File: src/rtl/pixel_write_buffer.sv
// Pixel write buffer: a small FIFO between the rasterizers and the framebuffer
// SRAM write port, with backpressure, duplicate/range filtering and frame_done.
// Ports:
//   clk, rst                        clock, async active-high reset
//   pix_address/pix_valid/pix_color pixel stream from the rasterizer
//   prim_done                       rasterizer finished its primitive
//   stop                            backpressure to the rasterizer
//   mem_addr/mem_data/mem_wen       SRAM write request (FIFO head)
//   mem_ack                         SRAM accepted the current write
//   frame_done                      one-cycle pulse, primitive fully written
//   overflow                        sticky, an accepted pixel was lost
module pixel_write_buffer #(
  parameter int ADDR_W      = 19,
  parameter int DATA_W      = 8,
  parameter int DEPTH       = 8,
  parameter int STOP_MARGIN = 2,
  parameter int MAX_ADDR    = 307200
) (
  input  logic              clk,
  input  logic              rst,
  input  logic [ADDR_W-1:0] pix_address,
  input  logic              pix_valid,
  input  logic [DATA_W-1:0] pix_color,
  input  logic              prim_done,
  output logic              stop,
  output logic [ADDR_W-1:0] mem_addr,
  output logic [DATA_W-1:0] mem_data,
  output logic              mem_wen,
  input  logic              mem_ack,
  output logic              frame_done,
  output logic              overflow
);

  localparam int PW = $clog2(DEPTH);
  localparam int CW = PW + 1;
  localparam logic [CW-1:0] FULL_LVL = CW'(DEPTH);
  localparam logic [CW-1:0] STOP_LVL = CW'(DEPTH - STOP_MARGIN);
  localparam logic [ADDR_W-1:0] MAX_A = ADDR_W'(MAX_ADDR);

  typedef enum logic {IDLE, WRITE} state_t;

  state_t            state;
  logic [ADDR_W-1:0] addr_mem [DEPTH];
  logic [DATA_W-1:0] data_mem [DEPTH];
  logic [PW-1:0]     wr_ptr;
  logic [PW-1:0]     rd_ptr;
  logic [CW-1:0]     count;
  logic [CW-1:0]     count_next;
  logic [ADDR_W-1:0] last_addr;
  logic              last_addr_valid;
  logic              done_pending;

  logic cand;
  logic full;
  logic push;
  logic pop;

  // A candidate is a valid, in-range pixel that is not a boundary repeat.
  assign cand = pix_valid && (pix_address < MAX_A) &&
                !(last_addr_valid && (pix_address == last_addr));
  assign full = (count == FULL_LVL);
  assign pop  = (state == WRITE) && mem_ack;
  // A pop in the same edge frees the slot, so a full FIFO still accepts.
  assign push = cand && (!full || pop);

  assign count_next = count + CW'(push) - CW'(pop);

  assign stop       = (count >= STOP_LVL);
  assign mem_wen    = (state == WRITE);
  assign mem_addr   = mem_wen ? addr_mem[rd_ptr] : '0;
  assign mem_data   = mem_wen ? data_mem[rd_ptr] : '0;
  assign frame_done = done_pending && (count == '0) && (state == IDLE);

  always_ff @(posedge clk) begin
    if (push) begin
      addr_mem[wr_ptr] <= pix_address;
      data_mem[wr_ptr] <= pix_color;
    end
  end

  always_ff @(posedge clk or posedge rst) begin
    if (rst) begin
      state           <= IDLE;
      wr_ptr          <= '0;
      rd_ptr          <= '0;
      count           <= '0;
      last_addr       <= '0;
      last_addr_valid <= 1'b0;
      done_pending    <= 1'b0;
      overflow        <= 1'b0;
    end else begin
      if (push) begin
        wr_ptr    <= wr_ptr + PW'(1);
        last_addr <= pix_address;
      end
      if (pop) rd_ptr <= rd_ptr + PW'(1);
      count <= count_next;
      state <= (count_next != '0) ? WRITE : IDLE;

      // The next primitive may legitimately start on the same pixel.
      if (prim_done)
        last_addr_valid <= 1'b0;
      else if (push)
        last_addr_valid <= 1'b1;

      if (cand && full && !pop) overflow <= 1'b1;

      if (prim_done)
        done_pending <= 1'b1;
      else if (frame_done)
        done_pending <= 1'b0;
    end
  end

endmodule

File: config.mk
export PLATFORM = sky130hd
export DESIGN_NAME = pixel_write_buffer
export DESIGN_NICKNAME = d
export VERILOG_FILES = /design/src/rtl/pixel_write_buffer.sv
export SDC_FILE = /design/constraint.sdc
export NUM_CORES = 1
export LEC_CHECK = 0
export BUFFER_PORTS_ARGS = -buffer_cell sky130_fd_sc_hd__buf_2
export CAP_MARGIN = 20
export CORE_ASPECT_RATIO = 1.2
export CORE_MARGIN = 5
export CORE_UTILIZATION = 55
export DETAILED_ROUTE_END_ITERATION = 10
export HOLD_SLACK_MARGIN = 0.03
export PLACE_DENSITY_LB_ADDON = 0.3
export SYNTH_ARGS = -nofsm -noshare
export SYNTH_HDL_FRONTEND = slang
export SYNTH_SLANG_ARGS = --single-unit
File: constraint.sdc
create_clock -name clk -period 4.75 [get_ports clk]
set_input_delay 0.7125 -clock clk [delete_from_list [all_inputs] [get_ports clk]]
set_output_delay 0.7125 -clock clk [all_outputs]
set_load 0.02 [all_outputs]
==> report_table.html, run 1 <==
<table>
<tr><th>Metric</th><th>Value</th></tr>
<tr><th colspan="2">Status</th></tr>
<tr><td>Outcome</td><td>finished clean</td></tr>
<tr><th colspan="2">Synthesis</th></tr>
<tr><td>Synthesized area divided by synthesized cell count</td><td>20.8 um^2</td></tr>
<tr><td>Seq/Total Area, Yosys</td><td>72.6%</td></tr>
<tr><td>Flop and latch count out of synthesis</td><td>249</td></tr>
<tr><td>Instance count of the mapped netlist</td><td>484</td></tr>
<tr><td>Portion of synthesized cell area occupied by the leading cell type</td><td>64.4%</td></tr>
<tr><td>Mux contribution to synthesized area</td><td>17.8%</td></tr>
<tr><td>XOR/XNOR share of the synthesized area</td><td>2.18%</td></tr>
<tr><td>Library cells used by synthesis</td><td>38</td></tr>
<tr><td>Largest area contributor in the netlist</td><td>sky130_fd_sc_hd__edfxtp_1</td></tr>
<tr><td>Number of nets in the synthesized netlist</td><td>525</td></tr>
<tr><td>Ys flop type</td><td>sky130_fd_sc_hd__edfxtp_1</td></tr>
<tr><td>Number of synthesized flops with an enable pin</td><td>216</td></tr>
<tr><td>Main combinational cell family by area after synthesis</td><td>multiplexers</td></tr>
<tr><td>Post-synthesis share of cell area spent on full adders, half adders and majority gates</td><td>1.19%</td></tr>
<tr><td>Synthesized cell area</td><td>0.0101 mm^2</td></tr>
<tr><td>Synthesized-area fraction occupied by ao, oa, aoi and oai cells</td><td>0.970%</td></tr>
<tr><td>Simple-gate share of the synthesized area</td><td>3.72%</td></tr>
<tr><td>Proportion of register bits with asynchronous set or reset after synthesis</td><td>13.3%</td></tr>
<tr><td>Most area-consuming cells after synthesis</td><td>sky130_fd_sc_hd__edfxtp_1 (64%), sky130_fd_sc_hd__mux4_2 (12%), sky130_fd_sc_hd__dfrtp_1 (8.2%)</td></tr>
<tr><td>Count of synthesis-stage warnings from yosys</td><td>0</td></tr>
<tr><th colspan="2">Power and ir drop</th></tr>
<tr><td>Comb pwr share</td><td>28.7%</td></tr>
<tr><td>Internal power contribution</td><td>4.63 mW</td></tr>
<tr><td>Sequential group share of total power</td><td>44.4%</td></tr>
<tr><td>Part of the power in the clock network</td><td>26.9%</td></tr>
<tr><td>Power density over the cells</td><td>583 mW/mm^2</td></tr>
<tr><td>Fraction of power spent switching nets</td><td>31.1%</td></tr>
<tr><td>IR drop worst, VDD</td><td>0.000344 V</td></tr>
<tr><td>Total net switching power</td><td>2.09 mW</td></tr>
<tr><td>Power after layout</td><td>6.73 mW</td></tr>
<tr><td>LEAKAGE</td><td>4.06 nW</td></tr>
<tr><th colspan="2">Setup path</th></tr>
<tr><td>Worst setup path startpoint</td><td>rd_ptr[0]</td></tr>
<tr><td>Data arrival time of the worst path</td><td>2760 ps</td></tr>
<tr><td>FF-to-FF Start</td><td>last_addr[9]</td></tr>
<tr><td>Setup CP Type</td><td>flip-flop to output port</td></tr>
<tr><td>Number of cells traversed by the worst register-to-register path</td><td>9</td></tr>
<tr><td>Reg2reg setup slack</td><td>1610 ps</td></tr>
<tr><td>Critical path fanouts, max</td><td>39</td></tr>
<tr><td>R2R Path End</td><td>mem_wen</td></tr>
<tr><td>Data required time of the worst path</td><td>4040 ps</td></tr>
<tr><td>Kind of start point of the critical path</td><td>flip-flop</td></tr>
<tr><td>Crit. End Element</td><td>output port</td></tr>
<tr><td>Worst setup endpoint</td><td>mem_addr[3]</td></tr>
<tr><th colspan="2">Placed design</th></tr>
<tr><td>Post-place setup slack</td><td>1130 ps</td></tr>
<tr><td>Final weighted congestion of routability-driven global placement</td><td>0.837</td></tr>
<tr><td>Placed wire-length estimate after detailed placement</td><td>12.1 mm</td></tr>
<tr><td>Buffers on Ports</td><td>62</td></tr>
<tr><td>Placed instance count</td><td>770</td></tr>
<tr><th colspan="2">Floorplanning</th></tr>
<tr><td>Starting density of the core</td><td>55.6%</td></tr>
<tr><td>Top-level I/O count</td><td>63</td></tr>
<tr><td>Horizontal die dimension</td><td>133 um</td></tr>
<tr><td>Die Area</td><td>0.0211 mm^2</td></tr>
<tr><td>Std-Cell Rows</td><td>54</td></tr>
<tr><td>Height of the chip</td><td>158 um</td></tr>
<tr><td>Placeable core region</td><td>0.0181 mm^2</td></tr>
<tr><th colspan="2">Finish</th></tr>
<tr><td>Diode insertion count for antenna repair</td><td>0</td></tr>
<tr><td>Share of final-layout standard cells stronger than drive strength 1</td><td>35.6%</td></tr>
<tr><td>Number of nets in the finished design</td><td>613</td></tr>
<tr><td>Filler cell count</td><td>1222</td></tr>
<tr><td>Layout overhead on the synthesized area</td><td>14.6%</td></tr>
<tr><td>Post-route insts no fill</td><td>814</td></tr>
<tr><th colspan="2">GRT</th></tr>
<tr><td>Remaining global-route overflow</td><td>0</td></tr>
<tr><td>Via count of the first global-routing pass</td><td>5259</td></tr>
<tr><td>Pin count of the biggest net entering global routing</td><td>40</td></tr>
<tr><td>GR Util All Layers</td><td>19.6%</td></tr>
<tr><td>Initial antenna violation count</td><td>0</td></tr>
<tr><td>Wire length of the first global-routing pass</td><td>31.2 mm</td></tr>
<tr><th colspan="2">CTS</th></tr>
<tr><td>Clock latency of the later-clocked register in the worst-skew pair</td><td>510 ps</td></tr>
<tr><td>Count of cells resized by post-cts repair</td><td>0</td></tr>
<tr><td>Post-CTS setup buffer count</td><td>0</td></tr>
<tr><td>H-tree depth</td><td>1</td></tr>
<tr><td>Total number of clock tree sinks</td><td>249</td></tr>
<tr><td>CTS Root Buffer Type</td><td>sky130_fd_sc_hd__clkbuf_16</td></tr>
<tr><td>TritonCTS Buffers</td><td>24</td></tr>
<tr><td>Longest Clk Path Bufs</td><td>3</td></tr>
<tr><td>TritonCTS clock tree</td><td>done</td></tr>
<tr><td>Post-CTS clock slew at the launch and capture registers of the worst setup and hold paths</td><td>60 ps</td></tr>
<tr><td>Hold-fix buffer count after cts</td><td>0</td></tr>
<tr><th colspan="2">Timing</th></tr>
<tr><td>Number of max-slew violations in the final report</td><td>0</td></tr>
<tr><td>Final critical-path setup slack</td><td>1270 ps</td></tr>
<tr><td>Final setup viols</td><td>0</td></tr>
<tr><td>Final period util</td><td>73.2%</td></tr>
<tr><td>Setup Total Neg Slack</td><td>0 ps</td></tr>
<tr><td>Worst-Margin Slew</td><td>1090 ps</td></tr>
<tr><td>F_max</td><td>288 MHz</td></tr>
<tr><td>Count of endpoints failing hold in the final timing report</td><td>0</td></tr>
<tr><td>Skew final</td><td>9.56 ps</td></tr>
<tr><td>Shortest period the worst path allows</td><td>3480 ps</td></tr>
<tr><td>Unrepaired setup endpoints after global routing</td><td>no</td></tr>
<tr><td>Worst relative slew slack</td><td>27.1%</td></tr>
<tr><th colspan="2">Detailed routing</th></tr>
<tr><td>DRC violations left</td><td>0</td></tr>
<tr><td>First-iteration detailed-routing DRC count</td><td>394</td></tr>
<tr><td>Routed via count</td><td>4800</td></tr>
<tr><td>Drt pass-1 iters</td><td>5</td></tr>
<tr><td>Number of vias per cell</td><td>5.90</td></tr>
<tr><td>Detailed Route WL</td><td>19.9 mm</td></tr>
<tr><td>Antenna Nets Post-Route</td><td>0</td></tr>
<tr><td>Post-detailed-route wirelength per cell</td><td>24.4 um</td></tr>
<tr><th colspan="2">Run</th></tr>
<tr><td>Maximum capacitance violations</td><td>0</td></tr>
<tr><th colspan="2">Worst hold path</th></tr>
<tr><td>Class of the most critical hold timing path</td><td>input pin to asynchronous set/reset pin</td></tr>
</table>
per-stage QoR:
stage / hold WS (ps) / cell area [um^2] / util (%)
after CTS: 303 / 11500 / 63.7
after detailed placement: 497 / 10800 / 59.5
after global placement: 498 / 10800 / 59.5
after global routing: 316 / 11500 / 63.7
after floorplan: 476 / 10100 / -
final: 291 / 11500 / 63.7
final cells by class:
class                      count  area, um^2  share of cell area [%]
sequential                   249        7320                    63.5
multi-input combinational    205        2660                    23.1
clock buffer                  28         647                    5.61
timing repair buffer          84         488                    4.23
tap                          224         280                    2.43
clock inverter                16         106                   0.922
inverter                       8        30.0                   0.260
flip-flops by register name (all words and copies together), names as in the netlist, 3 cells and up:
| register | count |
|---|---|
| count | 4 |
| last_addr | 19 |
| addr_mem | 152 |
| data_mem | 64 |
| rd_ptr | 3 |
| wr_ptr | 3 |
power by group through the flow:
stage	clock network (mW)	logic, mW	registers, mW
finish	1.81	1.93	2.99
global route	1.94	2.08	3.03
CTS	1.85	1.97	3.00
detailed placement	0	1.96	3.04
global placement	0	1.92	3.03
floorplan	0	1.59	2.76
logic make-up (layout without fill, tap and decap cells):
logic type	after synthesis	in the layout
XOR/XNOR	25	25
multiplexers	102	102
AO/OA/AOI/OAI	14	14
flip-flops	249	249
buffers and inverters	30	136
AND/OR/NAND/NOR	55	55
adder cells (fa/ha/maj)	9	9
worst min-delay path by stage:
stage                     slack [ps]  cells after the start          from            to
after floorplan                  480                      2  done_pending  done_pending
after global placement           500                      2  done_pending  done_pending
after detailed placement         500                      1      overflow      overflow
after CTS                        300                      3           rst  last_addr[7]
after global routing             320                      3           rst  last_addr[1]
final                            290                      3           rst  last_addr[1]
synth_stat cells, types with 4 or more instances:
cell	number
sky130_fd_sc_hd__edfxtp_1	216
sky130_fd_sc_hd__nand2_1	6
sky130_fd_sc_hd__a21oi_1	4
sky130_fd_sc_hd__nor2b_1	27
sky130_fd_sc_hd__mux2_4	19
sky130_fd_sc_hd__mux4_2	54
sky130_fd_sc_hd__ha_1	8
sky130_fd_sc_hd__clkbuf_1	7
sky130_fd_sc_hd__inv_1	8
sky130_fd_sc_hd__dfrtp_1	33
sky130_fd_sc_hd__nand4_1	5
sky130_fd_sc_hd__xnor2_1	22
sky130_fd_sc_hd__buf_2	8
sky130_fd_sc_hd__mux2i_1	27
worst max-delay path: stages, from the launching register on:
cell	delay, ps
sky130_fd_sc_hd__dfrtp_4	930
sky130_fd_sc_hd__buf_4	360
sky130_fd_sc_hd__mux4_2	520
sky130_fd_sc_hd__mux2i_1	200
sky130_fd_sc_hd__nor2b_1	70
sky130_fd_sc_hd__buf_2	160
placed cells by master (no fill, tap or decap), types with 2 or more instances in the layout:
cell	count
sky130_fd_sc_hd__edfxtp_1	216
sky130_fd_sc_hd__buf_2	62
sky130_fd_sc_hd__mux4_2	54
sky130_fd_sc_hd__dfrtp_1	30
sky130_fd_sc_hd__mux2i_1	27
sky130_fd_sc_hd__nor2b_1	27
sky130_fd_sc_hd__clkbuf_16	25
sky130_fd_sc_hd__xnor2_1	22
sky130_fd_sc_hd__buf_4	21
sky130_fd_sc_hd__mux2_4	19
sky130_fd_sc_hd__inv_1	8
sky130_fd_sc_hd__ha_1	8
sky130_fd_sc_hd__clkinv_2	7
sky130_fd_sc_hd__nand2_1	6
sky130_fd_sc_hd__clkinv_1	6
sky130_fd_sc_hd__nand4_1	5
sky130_fd_sc_hd__a21oi_1	4
sky130_fd_sc_hd__nor4b_4	4
sky130_fd_sc_hd__o21ai_0	3
sky130_fd_sc_hd__xor2_1	3
sky130_fd_sc_hd__nor2_1	2
sky130_fd_sc_hd__mux2_2	2
sky130_fd_sc_hd__a21o_1	2
sky130_fd_sc_hd__nor3_2	2
sky130_fd_sc_hd__nor4_2	2
sky130_fd_sc_hd__clkbuf_1	2
sky130_fd_sc_hd__dfrtp_2	2
metal layers:
layer / wire, um / global-route usage [%]
met4: 388 / 6.22
met1: 7690 / 26.0
met5: 0 / 0
met3: 1290 / 3.05
met2: 10500 / 34.0
Power figures use the tool's default switching activity.
==> run 2: changes to the inputs <==
- clock period: 4.75 -> 3.3 ns (I/O delays scaled with it)
==> report_table.html, run 2 (same netlist as run 1, synthesis figures left out) <==
<table>
<tr><th>Metric</th><th>Value</th></tr>
<tr><th colspan="2">Detailed routing</th></tr>
<tr><td>Drt pass-1 iters</td><td>4</td></tr>
<tr><td>Antenna Nets Post-Route</td><td>0</td></tr>
<tr><td>Number of vias per cell</td><td>5.81</td></tr>
<tr><td>Routed via count</td><td>4806</td></tr>
<tr><td>Post-detailed-route wirelength per cell</td><td>24.1 um</td></tr>
<tr><td>DRC violations left</td><td>0</td></tr>
<tr><td>Detailed Route WL</td><td>20.0 mm</td></tr>
<tr><td>First-iteration detailed-routing DRC count</td><td>284</td></tr>
<tr><th colspan="2">Power and ir drop</th></tr>
<tr><td>Sequential group share of total power</td><td>41.0%</td></tr>
<tr><td>LEAKAGE</td><td>4.17 nW</td></tr>
<tr><td>Power after layout</td><td>10.0 mW</td></tr>
<tr><td>Part of the power in the clock network</td><td>28.4%</td></tr>
<tr><td>Comb pwr share</td><td>30.5%</td></tr>
<tr><td>Fraction of power spent switching nets</td><td>30.2%</td></tr>
<tr><td>Internal power contribution</td><td>6.98 mW</td></tr>
<tr><td>Power density over the cells</td><td>850 mW/mm^2</td></tr>
<tr><td>Total net switching power</td><td>3.02 mW</td></tr>
<tr><td>IR drop worst, VDD</td><td>0.000525 V</td></tr>
<tr><th colspan="2">Floorplanning</th></tr>
<tr><td>Height of the chip</td><td>158 um</td></tr>
<tr><td>Placeable core region</td><td>0.0181 mm^2</td></tr>
<tr><td>Top-level I/O count</td><td>63</td></tr>
<tr><td>Horizontal die dimension</td><td>133 um</td></tr>
<tr><td>Std-Cell Rows</td><td>54</td></tr>
<tr><td>Die Area</td><td>0.0211 mm^2</td></tr>
<tr><td>Starting density of the core</td><td>55.6%</td></tr>
<tr><th colspan="2">Timing</th></tr>
<tr><td>Final period util</td><td>87.4%</td></tr>
<tr><td>Skew final</td><td>21.3 ps</td></tr>
<tr><td>Shortest period the worst path allows</td><td>2890 ps</td></tr>
<tr><td>Worst relative slew slack</td><td>63.2%</td></tr>
<tr><td>Worst-Margin Slew</td><td>550 ps</td></tr>
<tr><td>Count of endpoints failing hold in the final timing report</td><td>0</td></tr>
<tr><td>Final setup viols</td><td>0</td></tr>
<tr><td>Unrepaired setup endpoints after global routing</td><td>no</td></tr>
<tr><td>F_max</td><td>347 MHz</td></tr>
<tr><td>Number of max-slew violations in the final report</td><td>0</td></tr>
<tr><th colspan="2">Run</th></tr>
<tr><td>Maximum capacitance violations</td><td>0</td></tr>
<tr><th colspan="2">Setup path</th></tr>
<tr><td>Worst setup endpoint</td><td>mem_data[5]</td></tr>
<tr><td>Data arrival time of the worst path</td><td>2390 ps</td></tr>
<tr><td>Worst Path Buf+Inv</td><td>2</td></tr>
<tr><td>Worst setup path startpoint</td><td>rd_ptr[0]</td></tr>
<tr><td>Reg2reg setup slack</td><td>470 ps</td></tr>
<tr><td>Cell depth of the worst setup path</td><td>5</td></tr>
<tr><td>Critical path fanouts, max</td><td>17</td></tr>
<tr><td>Kind of start point of the critical path</td><td>flip-flop</td></tr>
<tr><td>Data required time of the worst path</td><td>2800 ps</td></tr>
<tr><td>FF-to-FF Start</td><td>last_addr[11]</td></tr>
<tr><td>Cell Chain, Critical Path</td><td>buf_4 -&gt; mux4_2 -&gt; mux2i_1 -&gt; nor2b_1 -&gt; buf_2</td></tr>
<tr><td>Largest delay share family, worst path</td><td>multiplexers</td></tr>
<tr><td>R2R Path End</td><td>mem_wen</td></tr>
<tr><td>Largest stage delay on the critical path</td><td>640 ps</td></tr>
<tr><td>Crit. End Element</td><td>output port</td></tr>
<tr><td>Number of cells traversed by the worst register-to-register path</td><td>9</td></tr>
<tr><td>Cell with the largest stage delay on the worst path</td><td>sky130_fd_sc_hd__dfrtp_4</td></tr>
<tr><td>Setup CP Type</td><td>flip-flop to output port</td></tr>
<tr><th colspan="2">Placed design</th></tr>
<tr><td>Instance area at placement</td><td>0.0109 mm^2</td></tr>
<tr><td>Placed instance count</td><td>780</td></tr>
<tr><td>Buffers on Ports</td><td>62</td></tr>
<tr><td>Final weighted congestion of routability-driven global placement</td><td>0.815</td></tr>
<tr><td>Placed wire-length estimate after detailed placement</td><td>12.5 mm</td></tr>
<tr><th colspan="2">Status</th></tr>
<tr><td>Outcome</td><td>finished clean</td></tr>
<tr><th colspan="2">CTS</th></tr>
<tr><td>TritonCTS Buffers</td><td>24</td></tr>
<tr><td>Longest Clk Path Bufs</td><td>3</td></tr>
<tr><td>H-tree depth</td><td>1</td></tr>
<tr><td>TritonCTS clock tree</td><td>done</td></tr>
<tr><td>Count of cells resized by post-cts repair</td><td>0</td></tr>
<tr><td>Post-CTS setup buffer count</td><td>0</td></tr>
<tr><td>Post-CTS clock slew at the launch and capture registers of the worst setup and hold paths</td><td>70 ps</td></tr>
<tr><td>Clock latency of the later-clocked register in the worst-skew pair</td><td>510 ps</td></tr>
<tr><td>Total number of clock tree sinks</td><td>249</td></tr>
<tr><td>Hold-fix buffer count after cts</td><td>0</td></tr>
<tr><td>CTS Root Buffer Type</td><td>sky130_fd_sc_hd__clkbuf_16</td></tr>
<tr><th colspan="2">GRT</th></tr>
<tr><td>Global-route met1 utilization</td><td>26.0%</td></tr>
<tr><td>Busiest grt layer</td><td>met2</td></tr>
<tr><td>Global routing met2 resource utilization</td><td>34.3%</td></tr>
<tr><td>GR Util All Layers</td><td>19.7%</td></tr>
<tr><td>Initial antenna violation count</td><td>0</td></tr>
<tr><td>Pin count of the biggest net entering global routing</td><td>33</td></tr>
<tr><td>Via count of the first global-routing pass</td><td>5291</td></tr>
<tr><td>Remaining global-route overflow</td><td>0</td></tr>
<tr><td>Met3 track demand over resource</td><td>3.05%</td></tr>
<tr><td>Wire length of the first global-routing pass</td><td>31.4 mm</td></tr>
<tr><th colspan="2">Finish</th></tr>
<tr><td>Share of final-layout standard cells stronger than drive strength 1</td><td>37.4%</td></tr>
<tr><td>Largest registers in the final layout</td><td>addr_mem (152), data_mem (64), last_addr (19)</td></tr>
<tr><td>Register bank with the most flops</td><td>addr_mem</td></tr>
<tr><td>Number of nets in the finished design</td><td>625</td></tr>
<tr><td>Post-route insts no fill</td><td>827</td></tr>
<tr><td>Commonest cells after routing, fill and taps aside</td><td>sky130_fd_sc_hd__edfxtp_1 (216), sky130_fd_sc_hd__buf_2 (62), sky130_fd_sc_hd__mux4_2 (54)</td></tr>
<tr><td>Layout overhead on the synthesized area</td><td>16.9%</td></tr>
<tr><td>Post-route cell area</td><td>0.0118 mm^2</td></tr>
<tr><td>Most common library cell in the layout ignoring fill and taps</td><td>sky130_fd_sc_hd__edfxtp_1</td></tr>
<tr><td>Max FFs per register</td><td>152</td></tr>
<tr><th colspan="2">Worst hold path</th></tr>
<tr><td>Class of the most critical hold timing path</td><td>input pin to flip-flop</td></tr>
</table>
-- run 2: cell count changes in the layout (fill, tap and decap cells not counted), sizes merged --
cell | previous run | this run
bufinv | 1 | 2
dlygate4sd3 | 0 | 1
clkinv | 13 | 6
inv | 9 | 8
clkinvlp | 1 | 2
diode | 0 | 1
clkbuf | 28 | 34
buf | 84 | 95
-- run 2: metrics by stage --
stage	util [%]	hold WS [ps]	setup WS, ps	setup TNS (ps)
floorplan	-	476	-1100	-82170
global placement	60.1	500	272	0
detailed placement	60.1	501	180	0
CTS	64.8	166	324	0
global route	65.0	155	227	0
finish	65.0	180	415	0
-- run 2: worst min path at each step --
stage,start,end,slack [ps],depth (start not counted)
floorplan,done_pending,done_pending,480,2
global placement,done_pending,done_pending,500,2
detailed placement,overflow,overflow,500,1
CTS,prim_done,last_addr_valid,170,2
global route,prim_done,last_addr_valid,160,2
finish,prim_done,last_addr_valid,180,2
-- run 2: worst reg2reg max path: cells and delay by family, from the launching register on --
family / cells / cell delay (ps)
and+or+nand+nor: 3 / 960
xor gates and xnor gates: 2 / 470
DFF: 1 / 390
AOI/OAI and AO/OA: 2 / 280
adders and majority gates: 2 / 620
-- run 2: cell type report --
class | count | area (um^2)
flip-flops and latches | 249 | 7320
fillers | 1201 | 6340
multi-input cells | 205 | 2660
clock buffers | 34 | 742
repair buffers | 96 | 626
well taps | 224 | 280
clock inverters | 10 | 108
inverters | 8 | 30.0
diodes | 1 | 2.50
-- run 2: power groups by stage --
| stage | logic, mW | registers [mW] | clock network [mW] |
|---|---|---|---|
| floorplan | 2.29 | 3.98 | 0 |
| global placement | 3.04 | 4.15 | 0 |
| detailed placement | 3.10 | 4.18 | 0 |
| CTS | 3.11 | 4.12 | 2.90 |
| global route | 3.30 | 4.15 | 3.05 |
| finish | 3.05 | 4.11 | 2.84 |
-- run 2: per-layer routing --
metal	share of wire (%)	wire length, um	up-vias
li1	-	-	2137
met1	40	7920	2507
met2	53	10500	134
met3	5.8	1150	28
met4	2.0	393	0
met5	0	0	-
